===== src/rtl/tt_instrn_trace_buf.sv =====
// Retired-instruction trace buffer: circular capture of {pc, instrn} while armed,
// freeze a programmable number of retires after a PC-match trigger, then stream oldest-first.
module tt_instrn_trace_buf #(
  parameter int DEPTH = 16,
  parameter int PC_W  = 32,
  parameter int CNT_W = $clog2(DEPTH + 1)
) (
  input  logic             i_clk,
  input  logic             i_reset,
  input  logic             i_arm,
  input  logic             i_retire_vld,
  input  logic [PC_W-1:0]  i_retire_pc,
  input  logic [31:0]      i_retire_instrn,
  input  logic             i_trig_en,
  input  logic [PC_W-1:0]  i_trig_pc,
  input  logic [CNT_W-1:0] i_post_trig_cnt,
  output logic [1:0]       o_state,
  output logic [CNT_W-1:0] o_count,
  output logic             o_rd_vld,
  input  logic             i_rd_rdy,
  output logic [PC_W-1:0]  o_rd_pc,
  output logic [31:0]      o_rd_instrn,
  output logic             o_rd_last
);

  localparam int AW = $clog2(DEPTH);
  localparam logic [CNT_W-1:0] FULL     = CNT_W'(DEPTH);
  localparam logic [CNT_W-1:0] MAX_POST = CNT_W'(DEPTH - 1);

  typedef enum logic [1:0] {S_IDLE, S_ARMED, S_POST, S_FROZEN} state_t;

  state_t           state_q, state_d;
  logic [AW-1:0]    wr_ptr_q, wr_ptr_d, rd_ptr_q, rd_ptr_d;
  logic [CNT_W-1:0] count_q, count_d, remaining_q, remaining_d, post_cnt_q, post_cnt_d;
  logic [PC_W+31:0] mem [DEPTH];
  logic             capture, trig, xfer, freeze;
  logic [PC_W+31:0] rd_word;

  // An arm in the same cycle drops both the retire and any readout transfer.
  assign capture  = i_retire_vld & ~i_arm & ((state_q == S_ARMED) | (state_q == S_POST));
  assign trig     = capture & (state_q == S_ARMED) & i_trig_en & (i_retire_pc == i_trig_pc);
  assign o_rd_vld = (state_q == S_FROZEN) & (remaining_q != '0);
  assign xfer     = o_rd_vld & i_rd_rdy & ~i_arm;

  always_comb begin
    state_d     = state_q;
    wr_ptr_d    = wr_ptr_q;
    rd_ptr_d    = rd_ptr_q;
    count_d     = count_q;
    remaining_d = remaining_q;
    post_cnt_d  = post_cnt_q;
    freeze      = 1'b0;
    if (i_arm) begin
      state_d     = S_ARMED;
      wr_ptr_d    = '0;
      rd_ptr_d    = '0;
      count_d     = '0;
      remaining_d = '0;
      post_cnt_d  = '0;
    end else begin
      if (capture) begin
        wr_ptr_d = wr_ptr_q + AW'(1);
        count_d  = (count_q == FULL) ? count_q : count_q + CNT_W'(1);
      end
      case (state_q)
        S_ARMED: begin
          if (trig) begin
            post_cnt_d = (i_post_trig_cnt > MAX_POST) ? MAX_POST : i_post_trig_cnt;
            if (post_cnt_d == '0) freeze = 1'b1;
            else                  state_d = S_POST;
          end
        end
        S_POST: begin
          if (capture) begin
            post_cnt_d = post_cnt_q - CNT_W'(1);
            if (post_cnt_q == CNT_W'(1)) freeze = 1'b1;
          end
        end
        S_FROZEN: begin
          if (xfer) begin
            rd_ptr_d    = rd_ptr_q + AW'(1);
            remaining_d = remaining_q - CNT_W'(1);
            if (remaining_q == CNT_W'(1)) state_d = S_IDLE;
          end
        end
        default: ;
      endcase
      // Oldest entry sits at wr_ptr once the buffer has wrapped, else at slot 0.
      if (freeze) begin
        state_d     = S_FROZEN;
        rd_ptr_d    = (count_d == FULL) ? wr_ptr_d : '0;
        remaining_d = count_d;
      end
    end
  end

  always_ff @(posedge i_clk or posedge i_reset) begin
    if (i_reset) begin
      state_q     <= S_IDLE;
      wr_ptr_q    <= '0;
      rd_ptr_q    <= '0;
      count_q     <= '0;
      remaining_q <= '0;
      post_cnt_q  <= '0;
    end else begin
      state_q     <= state_d;
      wr_ptr_q    <= wr_ptr_d;
      rd_ptr_q    <= rd_ptr_d;
      count_q     <= count_d;
      remaining_q <= remaining_d;
      post_cnt_q  <= post_cnt_d;
    end
  end

  always_ff @(posedge i_clk) begin
    if (capture) mem[wr_ptr_q] <= {i_retire_pc, i_retire_instrn};
  end

  assign rd_word     = mem[rd_ptr_q];
  assign o_state     = state_q;
  assign o_count     = count_q;
  assign o_rd_pc     = o_rd_vld ? rd_word[PC_W+31:32] : '0;
  assign o_rd_instrn = o_rd_vld ? rd_word[31:0] : '0;
  assign o_rd_last   = o_rd_vld & (remaining_q == CNT_W'(1));

endmodule

===== config.mk =====
export PLATFORM = sky130hd
export DESIGN_NAME = tt_instrn_trace_buf
export DESIGN_NICKNAME = d
export VERILOG_FILES = /design/src/rtl/tt_instrn_trace_buf.sv
export SDC_FILE = /design/constraint.sdc
export NUM_CORES = 1
export LEC_CHECK = 0
export CAP_MARGIN = 25
export CELL_PAD_IN_SITES_DETAIL_PLACEMENT = 1
export CELL_PAD_IN_SITES_GLOBAL_PLACEMENT = 1
export CORE_MARGIN = 4
export CORE_UTILIZATION = 54
export DETAILED_ROUTE_END_ITERATION = 6
export HOLD_SLACK_MARGIN = 0.08
export PLACE_DENSITY_LB_ADDON = 0.1
export SLEW_MARGIN = 10
export SYNTH_ARGS = -nofsm -noshare
export SYNTH_HDL_FRONTEND = slang
export SYNTH_SLANG_ARGS = --single-unit

===== constraint.sdc =====
create_clock -name i_clk -period 4.4 [get_ports i_clk]
set_clock_uncertainty 0.05 [all_clocks]
set_input_delay 0.66 -clock i_clk [delete_from_list [all_inputs] [get_ports i_clk]]
set_output_delay 0.66 -clock i_clk [all_outputs]
set_load 0.01 [all_outputs]

==> results of run 1 <==
==> flip-flops by register name, indices dropped and copies added, names as in the netlist <==
name and count:
wr_ptr_q 4, rd_ptr_q 4, post_cnt_q 5, remaining_q 5, o_count 5, mem 1024
o_state 2
==> through the flow <==
step	setup slack [ns]	total power, uW
2_1_floorplan	0.655	11500
3_3_place_gp	0.150	11800
3_5_place_dp	0.123	11800
4_1_cts	0.00450	20400
5_1_grt	0.112	21000
6_report	0.210	20300
==> report_power, final <==
group / switching, uW / internal, uW
logic: 342 / 224
clock network: 3660 / 4960
registers: 24.5 / 11000
==> worst reg2reg max path: stages, from the launching register on <==
cell     delay, ns
dfrtp_1       0.45
inv_1         0.07
ha_1          0.34
nor3b_4       0.49
nor3b_1       0.51
and2_4        0.72
buf_4         0.34
==> synthesized netlist by cell type (2+ instances only) <==
library cell	instances	area [um2]
a21oi_1	5	25.0
a32o_1	2	20.0
and2_1	82	513
and3_1	3	18.8
buf_1	15	56.3
buf_2	13	65.1
clkbuf_1	59	221
dfrtp_1	25	626
edfxtp_1	1024	30700
ha_1	14	175
inv_1	14	52.6
mux2i_1	4	40.0
mux4_2	320	7210
nand2_1	8	30.0
nand3_1	9	45.0
nand3b_1	2	15.0
nand4_1	9	56.3
nor2_1	13	48.8
nor2b_1	4	25.0
nor3_1	5	25.0
nor3b_1	2	15.0
nor4_1	9	56.3
o211ai_1	3	22.5
o21ai_0	12	60.1
o311a_1	2	20.0
o31ai_1	9	67.6
or3_1	4	25.0
or4_1	2	15.0
xnor2_1	18	158
xor2_1	27	236
==> metal layers <==
layer  vias to the layer above  routed length [um]  GRT usage [%]
met5                         -                  13              0
li1                       8001                   -              -
met1                     10500               40200           35.4
met2                       758               50300           41.9
met3                       157                6390           4.61
met4                         2                2660           6.37
==> cell type report <==
class	instances	area share, %
Antenna cell	2	0.0104
Clock buffer	135	5.83
Multi-Input combinational cell	587	19.0
Inverter	15	0.117
Timing Repair Buffer	275	6.15
Clock inverter	59	1.06
Tap cell	969	2.52
Sequential cell	1049	65.3
==> kinds of logic (layout without fill, tap and decap cells) <==
kind of cell,Yosys count,in the layout,share of synthesized area [%]
AOI/OAI and AO/OA,45,45,0.774
xor gates and xnor gates,45,45,0.964
adders and majority gates,14,14,0.429
buffers and inverters,103,484,1.00
DFF,1049,1049,76.8
muxes,324,324,17.7
other,0,2,0
and+or+nand+nor,159,159,2.34
==> how the worst max path moves through the flow <==
| stage | to | slack [ns] |
|---|---|---|
| after detailed placement | post_cnt_q[4] | 0.12 |
| after global routing | o_rd_instrn[2] | 0.11 |
| final | o_rd_instrn[26] | 0.21 |
| after floorplan | mem[0][0] | 0.65 |
| after CTS | o_rd_instrn[16] | 0.005 |
| after global placement | post_cnt_q[4] | 0.15 |
==> repair_timing <==
item	4_1_cts	5_1_grt
cloned	0	0
setup buffers	0	7
pin swaps	0	0
gates resized for setup	1	0
setup endpoints to repair	5	9
==> results.md, run 1 <==
- DRT iter0 DRCs: ~2200
- Flops & latches, synth: roughly 1000
- Crit path depth: 6
- Post-CTS Hold Buffers: 0
- Initial antenna violation count: 4
- Wire length per cell: 32.2 um
- Predominant post-synthesis flop cell: edfxtp_1
- # Max-Cap Violations: 0
- Cells after Synth: approximately 1700
- Cell Rows: 100
- Fin util: 64.4%
- I/O Pins: 180
- Critical path fanouts, max: 36
- Layout cells sized above 1: between 20% and 30%
- Final Cell Area: 0.0481 mm2
- Ys Warns: 0
- Largest net degree at the start of global routing: 53
- Fin cells: 3091
- Crit-path cells: buf_12 > buf_4 > mux4_2 > mux4_2 > and2_1 > clkdlybuf4s50_1
- Initial Util: approximately 55%
- ANT nets after route: 0
- Cell Area, Placed: around 0.045 mm2
- Top cell by count, worst path: mux4_2
- Critical path startpoint: rd_ptr_q[1]
- Layout overhead on the synthesized area: 17.6%
- Full die area: 0.0802 mm2
- Die height: between 200 and 300 um
- RSZ-0062 raised after global routing: false
- Clock tree sinks: 1049
- Deepest clock path buffer count: 3
- Layout Nets: ~2200
- Post-Route WL: roughly 100000 um
- HP Class: input pin to asynchronous set/reset pin
- Worst-path clk slew: 0.06 ns
- CP Capture Type: primary output
- Max-slew violations: 0
- Reg2Reg Launch Point: o_state[0]
- Multi-input gate area: around 0.0091 mm2
- Leak pwr: between 0.01 and 0.015 uW
- Port bufs: 179
- Critical path's top delay family: buffers and inverters
- Most frequent cells in the layout: 1024 x edfxtp_1, 320 x mux4_2, 179 x clkdlybuf4s50_1
- Via count: between 15000 and 20000
- Core area: 0.0747 mm2
- GRT Total Usage: approximately 25%
- CTS tree: done
- Post-synthesis sequential area ratio: between 70 and 80%
- Worst VDD drop: ~360 uV
- Clock Latency Late Sink: 0.66 ns
- Worst slew pin tran: roughly 0.84 ns
- GRT Residual Overflow: 0
- Min Hold Slack: 0.196 ns
- Reg-to-reg slack, setup: between 1 and 1.5 ns
- Worst R2R End: mem[0][45]
- Placed cell count: 2887
- Critical path's largest stage delay: approximately 0.53 ns
- Synth Cell Area: roughly 0.041 mm2
- Status: finished clean
- H-tree levels: 3
- Buf/Inv on CP: 3
- Slew HR: between 40 and 50%
- FFs w/ async S/R, synth: under 10%
- TNS Setup: 0 ns
- First-pass GRT wire length: 148000 um
- Tcrit/Tclk final: 95.2%
- Clk Tree Root Cell: clkbuf_16
- Synth Net Count: about 1900
- CP max-delay cell: dfrtp_4
- Final min period: 4.19 ns
- Number of synthesized flops with an enable pin: 1024
- 1st-pass router iterations: 5
- Finish-stage setup viols: 0
- Vias/cell: 6.28
- Crit path kind: flop to primary output
- FILL cells: between 5000 and 6000
- GPL Wtd Cong: 0.773
- Remaining DRCs: 0
- WP data arrival: approximately 3.5 ns
- Worst path required time: about 3.7 ns
- Max Clock Freq: between 200 and 250 MHz
- Reg2Reg Depth: 6
- CTS buffer count: between 100 and 150
- Avg Cell Area, Syn: about 24 um2
- Startpoint Class: flop
- Post-synthesis cell type count: between 50 and 60
- Pwr dens: 421 mW/mm2
- Detailed Place HPWL: 57200 um
- Fin. Hold Viols: 0
- Number of global-route vias before repair: approximately 21000
- Die Wd: ~280 um
- Reg area: roughly 0.031 mm2
- Commonest non-fill, non-tap cell in the layout: edfxtp_1
(Power assumes the default switching activity.)
==> run 2, diff against run 1 <==
--- a/config.mk
+++ b/config.mk
@@ -5,6 +5,7 @@
 export SDC_FILE = /design/constraint.sdc
 export NUM_CORES = 1
 export LEC_CHECK = 0
+export ABC_CLOCK_PERIOD_IN_PS = 4400
 export CAP_MARGIN = 25
 export CELL_PAD_IN_SITES_DETAIL_PLACEMENT = 1
 export CELL_PAD_IN_SITES_GLOBAL_PLACEMENT = 1
@@ -13,7 +14,6 @@
 export DETAILED_ROUTE_END_ITERATION = 6
 export HOLD_SLACK_MARGIN = 0.08
 export PLACE_DENSITY_LB_ADDON = 0.1
-export SLEW_MARGIN = 10
 export SYNTH_ARGS = -nofsm -noshare
 export SYNTH_HDL_FRONTEND = slang
 export SYNTH_SLANG_ARGS = --single-unit
==> results of run 2 <==
Final layout, timing and power as in run 1 (identical DEF).
